$ cat src/rtl/multi_edge_detect_pkg.sv
// Shared mode encodings and edge qualification helper for multi_edge_detect.
package multi_edge_detect_pkg;

  typedef enum logic [1:0] {
    MODE_OFF  = 2'b00,
    MODE_RISE = 2'b01,
    MODE_FALL = 2'b10,
    MODE_BOTH = 2'b11
  } mode_t;

  // True when the observed transition is one the channel mode asks for.
  function automatic logic qualifies(mode_t m, logic rise, logic fall);
    return (rise && (m == MODE_RISE || m == MODE_BOTH)) ||
           (fall && (m == MODE_FALL || m == MODE_BOTH));
  endfunction

endpackage

$ cat src/rtl/multi_edge_detect_edge_chan.sv
// One edge-detect channel: optional synchronizer, history, arming, pulse, sticky and counter.
// EDGE_SYNC_EN inserts a SYNC_STAGES-deep synchronizer ahead of the sampled level.
module edge_chan
  import multi_edge_detect_pkg::*;
#(
  parameter int unsigned CNT_W       = 8,
  parameter int unsigned SYNC_STAGES = 2
) (
  input  logic             clk,
  input  logic             rst_n,
  input  logic             d,
  input  logic [1:0]       mode,
  input  logic             clr,
  output logic             edge_out,
  output logic             edge_pol,
  output logic             sticky,
  output logic [CNT_W-1:0] cnt
);

`ifdef EDGE_SYNC_EN
  localparam bit SYNC_EN = 1'b1;
`else
  localparam bit SYNC_EN = 1'b0;
`endif
  // Arming waits until the sampled level reflects real input, so a held level never looks like an edge.
  localparam int unsigned ARM_LEN = SYNC_EN ? SYNC_STAGES + 1 : 1;

  logic               s;
  logic               h;
  logic               armed;
  logic               hit;
  logic [ARM_LEN-1:0] arm_q;
  mode_t              mode_q;

`ifdef EDGE_SYNC_EN
  logic [SYNC_STAGES-1:0] sync_q;

  always_ff @(posedge clk or negedge rst_n) begin
    if (!rst_n) sync_q <= '0;
    else        sync_q <= {sync_q[SYNC_STAGES-2:0], d};
  end

  assign s = sync_q[SYNC_STAGES-1];
`else
  assign s = d;
`endif

  assign armed = arm_q[ARM_LEN-1];

  // Mode is registered so a change applies from the following sample onward.
  always_comb hit = armed && qualifies(mode_q, s & ~h, ~s & h);

  always_ff @(posedge clk or negedge rst_n) begin
    if (!rst_n) begin
      arm_q    <= '0;
      h        <= 1'b0;
      mode_q   <= MODE_OFF;
      edge_out <= 1'b0;
      edge_pol <= 1'b0;
      sticky   <= 1'b0;
      cnt      <= '0;
    end else begin
      arm_q    <= ARM_LEN'({arm_q, 1'b1});
      h        <= s;
      mode_q   <= mode_t'(mode);
      edge_out <= hit;
      edge_pol <= s;
      // An edge beats a coincident clear: the channel restarts at one event.
      if (hit) begin
        sticky <= 1'b1;
        if (clr)       cnt <= CNT_W'(1);
        else if (&cnt) cnt <= cnt;
        else           cnt <= cnt + CNT_W'(1);
      end else if (clr) begin
        sticky <= 1'b0;
        cnt    <= '0;
      end
    end
  end

endmodule

$ cat src/rtl/multi_edge_detect.sv
// Multi-channel edge detector with per-channel mode, sticky flag and saturating counter.
// Define EDGE_SYNC_EN to add a SYNC_STAGES-deep input synchronizer per channel.
module multi_edge_detect
  import multi_edge_detect_pkg::*;
#(
  parameter int unsigned WIDTH       = 8,
  parameter int unsigned CNT_W       = 8,
  parameter int unsigned SYNC_STAGES = 2
) (
  input  logic                   clk,
  input  logic                   rst_n,
  input  logic [WIDTH-1:0]       data_in,
  input  logic [2*WIDTH-1:0]     mode,
  input  logic [WIDTH-1:0]       clr,
  output logic [WIDTH-1:0]       edge_out,
  output logic [WIDTH-1:0]       edge_pol,
  output logic [WIDTH-1:0]       sticky,
  output logic [WIDTH*CNT_W-1:0] cnt,
  output logic                   any_evt
);

  for (genvar i = 0; i < WIDTH; i++) begin : g_chan
    edge_chan #(
      .CNT_W      (CNT_W),
      .SYNC_STAGES(SYNC_STAGES)
    ) u_chan (
      .clk     (clk),
      .rst_n   (rst_n),
      .d       (data_in[i]),
      .mode    (mode[2*i +: 2]),
      .clr     (clr[i]),
      .edge_out(edge_out[i]),
      .edge_pol(edge_pol[i]),
      .sticky  (sticky[i]),
      .cnt     (cnt[i*CNT_W +: CNT_W])
    );
  end

  // Combinational so the summary flag tracks sticky with no extra delay.
  assign any_evt = |sticky;

endmodule

$ cat config.mk
export PLATFORM = sky130hd
export DESIGN_NAME = multi_edge_detect
export DESIGN_NICKNAME = d
export VERILOG_FILES = /design/src/rtl/multi_edge_detect_pkg.sv /design/src/rtl/multi_edge_detect_edge_chan.sv /design/src/rtl/multi_edge_detect.sv
export SDC_FILE = /design/constraint.sdc
export NUM_CORES = 1
export LEC_CHECK = 0
export ABC_AREA = 1
export CORE_MARGIN = 10
export CORE_UTILIZATION = 25
export CTS_BUF_LIST = sky130_fd_sc_hd__clkbuf_16
export DETAILED_ROUTE_END_ITERATION = 10
export GPL_TIMING_DRIVEN = 0
export PLACE_DENSITY = 0.43
export SYNTH_ARGS = -nofsm -noshare
export SYNTH_HDL_FRONTEND = slang
export SYNTH_SLANG_ARGS = --single-unit
$ cat constraint.sdc
create_clock -name clk -period 4.2 [get_ports clk]
set_clock_uncertainty 0.1 [all_clocks]
set_input_delay 0.84 -clock clk [delete_from_list [all_inputs] [get_ports clk]]
set_output_delay 0.84 -clock clk [all_outputs]
set_load 0.02 [all_outputs]
# After elaboration in Yosys (flattened, before gate mapping)

Cells that the tools add are included.

Flip-flop bits (word level): 105
Input port bits: 34
Output and inout bits: 89
Logic and storage cells: 234

$add $sub $neg: 8
Eq/ne operators: 32
Mux-type cells: 48
Bitwise gates (word level): 32
Reductions and logical operators: 73

Operators with widths:

| cell                | number |
|---|---|
| $mux 8              | 32 |
| $add 8x1->8 const B | 8 |
| $reduce_and 8->1    | 8 |
| $eq 2x2->1 const B  | 16 |
| $logic_and 1x1->1   | 24 |
| $logic_or 1x1->1    | 24 |
| $and 1x1->1         | 16 |
| $eq 2x1->1 const B  | 8 |
| $mux 1              | 16 |
| $ne 2x2->1 const B  | 8 |
| $not 1->1           | 16 |
| $reduce_and 2->1    | 8 |
| $reduce_bool 2->1   | 8 |
| $reduce_or 8->1     | 1 |

# Longest topological paths before layout

Depth in word-level cells: 7
Gate-level depth with buffers: 8
Depth with buffers taken out: 8

# Modules after synthesis

Synthesis repeated with hierarchy kept, for this count alone.

Cells, all modules: 775
Area total of the unflattened synthesis: 6,072.1 sq um

By module, submodules not included:

| module            | instances | cells an instance | area an instance (sq um) | seq. area each (sq um) |
|---|---|---|---|---|
| edge_chan         | 8         | 95                | 752.0                    | 350.3 |
| multi_edge_detect | 1         | 15                | 56.3                     | 0.0 |

# Least setup slack after synthesis

Ideal clock, no wire load.

Path kind: register to output
From: reg g_chan[1].u_chan.sticky
To: out any_evt
Arrival time: 0.800 ns
Data required time: 3.260 ns
Setup slack: 2.460 ns
Cell stages (with the launch flop): 3
Buffers on the path: 0
Cell sequence: dfrtp_1 > nor4_1 > nand2_1

Cells in the longest elaborated chain, start to end: 1

RTL lines:

| what                     | RTL line                          | text |
|---|---|---|
| start: declaration       | multi_edge_detect_edge_chan.sv:16 | `output logic sticky,` |
| start signal: assignment | multi_edge_detect_edge_chan.sv:60 | `sticky <= 1'b0;` |
| start signal: assignment | multi_edge_detect_edge_chan.sv:70 | `sticky <= 1'b1;` |
| start signal: assignment | multi_edge_detect_edge_chan.sv:75 | `sticky <= 1'b0;` |
| $reduce_or 8->1          | multi_edge_detect.sv:40           | `assign any_evt = \|sticky;` |
| end: declaration         | multi_edge_detect.sv:19           | `output logic any_evt` |

Every way passes these cells.

# Worst setup path in the final report

From: reg g_chan[5].u_chan.sticky
To: out any_evt

Cells in the longest elaborated chain, start to end: 1

RTL lines:

| what                     | RTL line |
|---|---|
| start: declaration       | multi_edge_detect_edge_chan.sv:16 |
| start signal: assignment | multi_edge_detect_edge_chan.sv:60 |
| start signal: assignment | multi_edge_detect_edge_chan.sv:70 |
| start signal: assignment | multi_edge_detect_edge_chan.sv:75 |
| $reduce_or 8->1          | multi_edge_detect.sv:40 |

Every way passes these cells.

==> summary.txt <==
Layout
  – Layout Cells excl Fill: 1,158
  – Most common cell after layout, fill and taps aside: nand2_1
  – Final nets: 909
  – Fraction of layout cells with a size suffix above 1: 0.09862
  – Fillers: 2,395
  – Multi-input logic area: 2532 um2
  – Commonest non-fill, non-tap cells in the layout: nand2_1, clkdlybuf4s50_1, dfrtp_1, nand3_1, inv_1
  – Register area: 2628 um2
  – Syn-to-layout area delta: 33.35%
  – Final Instance Area: 7585 um2

STA
  – Final hold vios: 0
  – Max Transition Viols Final: 0
  – Setup repair after global routing missed its margin: no
  – WHS: 0.2688 ns
  – Slew at the pin closest to its max-slew limit: 0.5246 ns
  – Fmax achieved: 332.1 MHz
  – Fin crit period: 3.011 ns
  – Setup violators final: 0
  – Tcrit/Tclk final: 0.7168
  – Slew headroom: 0.6503

Placement
  – Post-placement cell area: 7295 um2
  – Number of buffers added on ports: 122
  – Hpwl dp: 12,090 um
  – Global placer's final weighted congestion: 0.8139
  – Dpl cells: 1,141

Status
  – Status: finished, final reports clean

Yosys
  – Top-area cell type share of the netlist area: 0.4619
  – Flops & latches, synth: 105
  – Post-synth top area cell: dfrtp_1
  – Top post-synthesis cells by area: dfrtp_1, nand2_1, nand3_1
  – Yosys warnings: 0
  – Syn_area_per_cell: 7.760 um2
  – Post-synth net total: 775
  – Synth Cell Area: 5688 um2
  – Synth cell types: 32
  – Sequential area share after synthesis: 0.4619
  – Synthesized instance count: 733

Clocking
  – TritonCTS buffer count: 9
  – TritonCTS clock tree: built
  – Clk buf depth: 2
  – Skew-Pair Late Insertion Delay: 0.35 ns
  – Clk root buf: clkbuf_16
  – Resized cells post-CTS: 0
  – Hold-fix buffer count after cts: 0
  – Worst-path clk slew: 0.07 ns
  – CTS sink cnt: 105
  – Depth of the CTS H-tree: 3
  – Post-CTS setup buffers: 0

Detailed routing
  – DRC Markers: 0
  – 1st-pass router iterations: 4
  – Via/cell ratio: 4.280
  – Routed len/inst: 14.35 um
  – Via count: 4,956
  – Final wirelength: 16,620 um
  – Final ANT Viol Nets: 0
  – Initial drt markers: 239

Global routing
  – Gr ovfl total: 0
  – Vias in the first global route: 4,974
  – Total track usage: 0.1175
  – First-pass GRT wire length: 27,170 um
  – Initial antenna violation count: 3
  – Largest net degree at the start of global routing: 75

Critical path
  – Critical Path AT: 2.07 ns
  – Startpoint Class: register
  – Crit. End Element: output port
  – Crit path max fanout: 3
  – Worst EP required: 3.26 ns
  – Cell family with most CP delay: simple AND/OR/NAND/NOR gates
  – Crit path buffers/inverters: 1
  – Worst path cell trace: nor4_1 > nand2_1 > clkdlybuf4s50_1
  – Slowest library cell on the worst path: clkdlybuf4s50_1
  – Critical path class: register to output port
  – CP peak stage delay: 0.59 ns

Floorplanning
  – # rows: 55
  – Initial Utilization: 0.2528
  – IO Count: 123
  – Core area: 22,500 um2
  – Die area: 29,180 um2
  – Die Width: 170.8 um
  – Die Y: 170.8 um

Min path
  – Hold Path Class: input pin to async pin

Run
  – Total of max-cap violations: 0

Power and ir drop
  – VDD IR-drop max: 0.1916 mV
  – P_leak: 3.604 nW
  – Final Total Pwr: 0.002223 W
  – PD cells: 293.1 nW/um2
[final timing paths]
check	start	endpoint	slack [ns]	cells after the start
hold reg to reg	g_chan[0].u_chan.cnt[6]$_DFFE_PN0P_	g_chan[0].u_chan.cnt[6]$_DFFE_PN0P_	0.44	2
min in group clk	g_chan[0].u_chan.cnt[6]$_DFFE_PN0P_	g_chan[0].u_chan.cnt[6]$_DFFE_PN0P_	0.44	2
hold / removal	rst_n	g_chan[1].u_chan.cnt[1]$_DFFE_PN0P_	0.27	1
max in group asynchronous	rst_n	g_chan[7].u_chan.cnt[3]$_DFFE_PN0P_	3.04	2
setup reg to reg	g_chan[2].u_chan.cnt[0]$_DFFE_PN0P_	g_chan[2].u_chan.cnt[0]$_DFFE_PN0P_	2.57	8
setup / recovery	g_chan[5].u_chan.sticky$_DFFE_PN0P_	any_evt	1.19	3
[worst register-to-register path: stages (launching register included)]
cell and delay (ns):
dfrtp_1 0.44, ha_1 0.19, nand2_1 0.13, nor2_4 0.17
nand3_2 0.12, nand2_2 0.21, nand2_1 0.08, nand2_1 0.06
nand2_1 0.04
[through the flow]
step                      TNS, ns  worst slack, ns  utilization
after global routing            0           0.9536       0.3369
after CTS                       0            1.081       0.3369
after global placement    -249.28           -2.388       0.3229
after floorplan                 0            2.460            -
after detailed placement        0            1.479       0.3242
final                           0            1.189       0.3371
[kinds of logic after synthesis]
logic type | after synthesis | synth area share
other | 1 | 0.0006593
flip-flops | 105 | 0.4619
buffers and inverters | 111 | 0.09283
AND/OR/NAND/NOR | 456 | 0.3709
AO/OA/AOI/OAI | 48 | 0.04994
adder cells (fa/ha/maj) | 8 | 0.01760
XOR/XNOR | 4 | 0.006159
[layout make-up]
| cell class | count | area share |
|---|---|---|
| Clock inverter | 7 | 0.008248 |
| Antenna cell | 1 | 0.0003299 |
| Tap cell | 285 | 0.04701 |
| Clock buffer | 9 | 0.02969 |
| Sequential cell | 105 | 0.3464 |
| Inverter | 78 | 0.03860 |
| Timing Repair Buffer | 123 | 0.1648 |
| Multi-Input combinational cell | 517 | 0.3339 |
| Buffer | 33 | 0.03101 |
[cell usage after synthesis (all sizes together)]
cell,number
a21oi,12
buf,28
clkbuf,5
clkinv,3
conb,1
dfrtp,105
ha,8
inv,75
nand2,253
nand3,110
nand3b,7
nand4,13
nor2,60
nor3,3
nor4,2
o211ai,2
o21ai,26
o21bai,8
or2,8
xor2,4
[metal layers]
metal | share of wire | routed length, um | up-vias | track usage
met4 | 0.0076 | 127 | 2 | 0.03176
li1 | - | - | 2596 | -
met5 | 0.00078 | 13 | - | 0
met3 | 0.068 | 1137 | 9 | 0.04009
met2 | 0.45 | 7500 | 94 | 0.1856
met1 | 0.47 | 7839 | 2255 | 0.1495
[power breakdown]
group	leakage [nW]	internal, W	switching [W]
Clock	0.142	0.000457	0.000398
Combinational	2.08	0.000125	0.000166
Sequential	1.39	0.00104	0.0000328
Total	3.60	0.00163	0.000597
[sequential cells by signal, indices dropped and copies added, names as in the netlist]
| register | count |
|---|---|
| g_chan.u_chan.cnt | 64 |
| g_chan.u_chan.mode_q | 16 |
| g_chan.u_chan.edge_out | 8 |
| g_chan.u_chan.edge_pol | 8 |
| g_chan.u_chan.arm_q | 1 |
| g_chan.u_chan.sticky | 8 |
(Power assumes the default switching activity.)
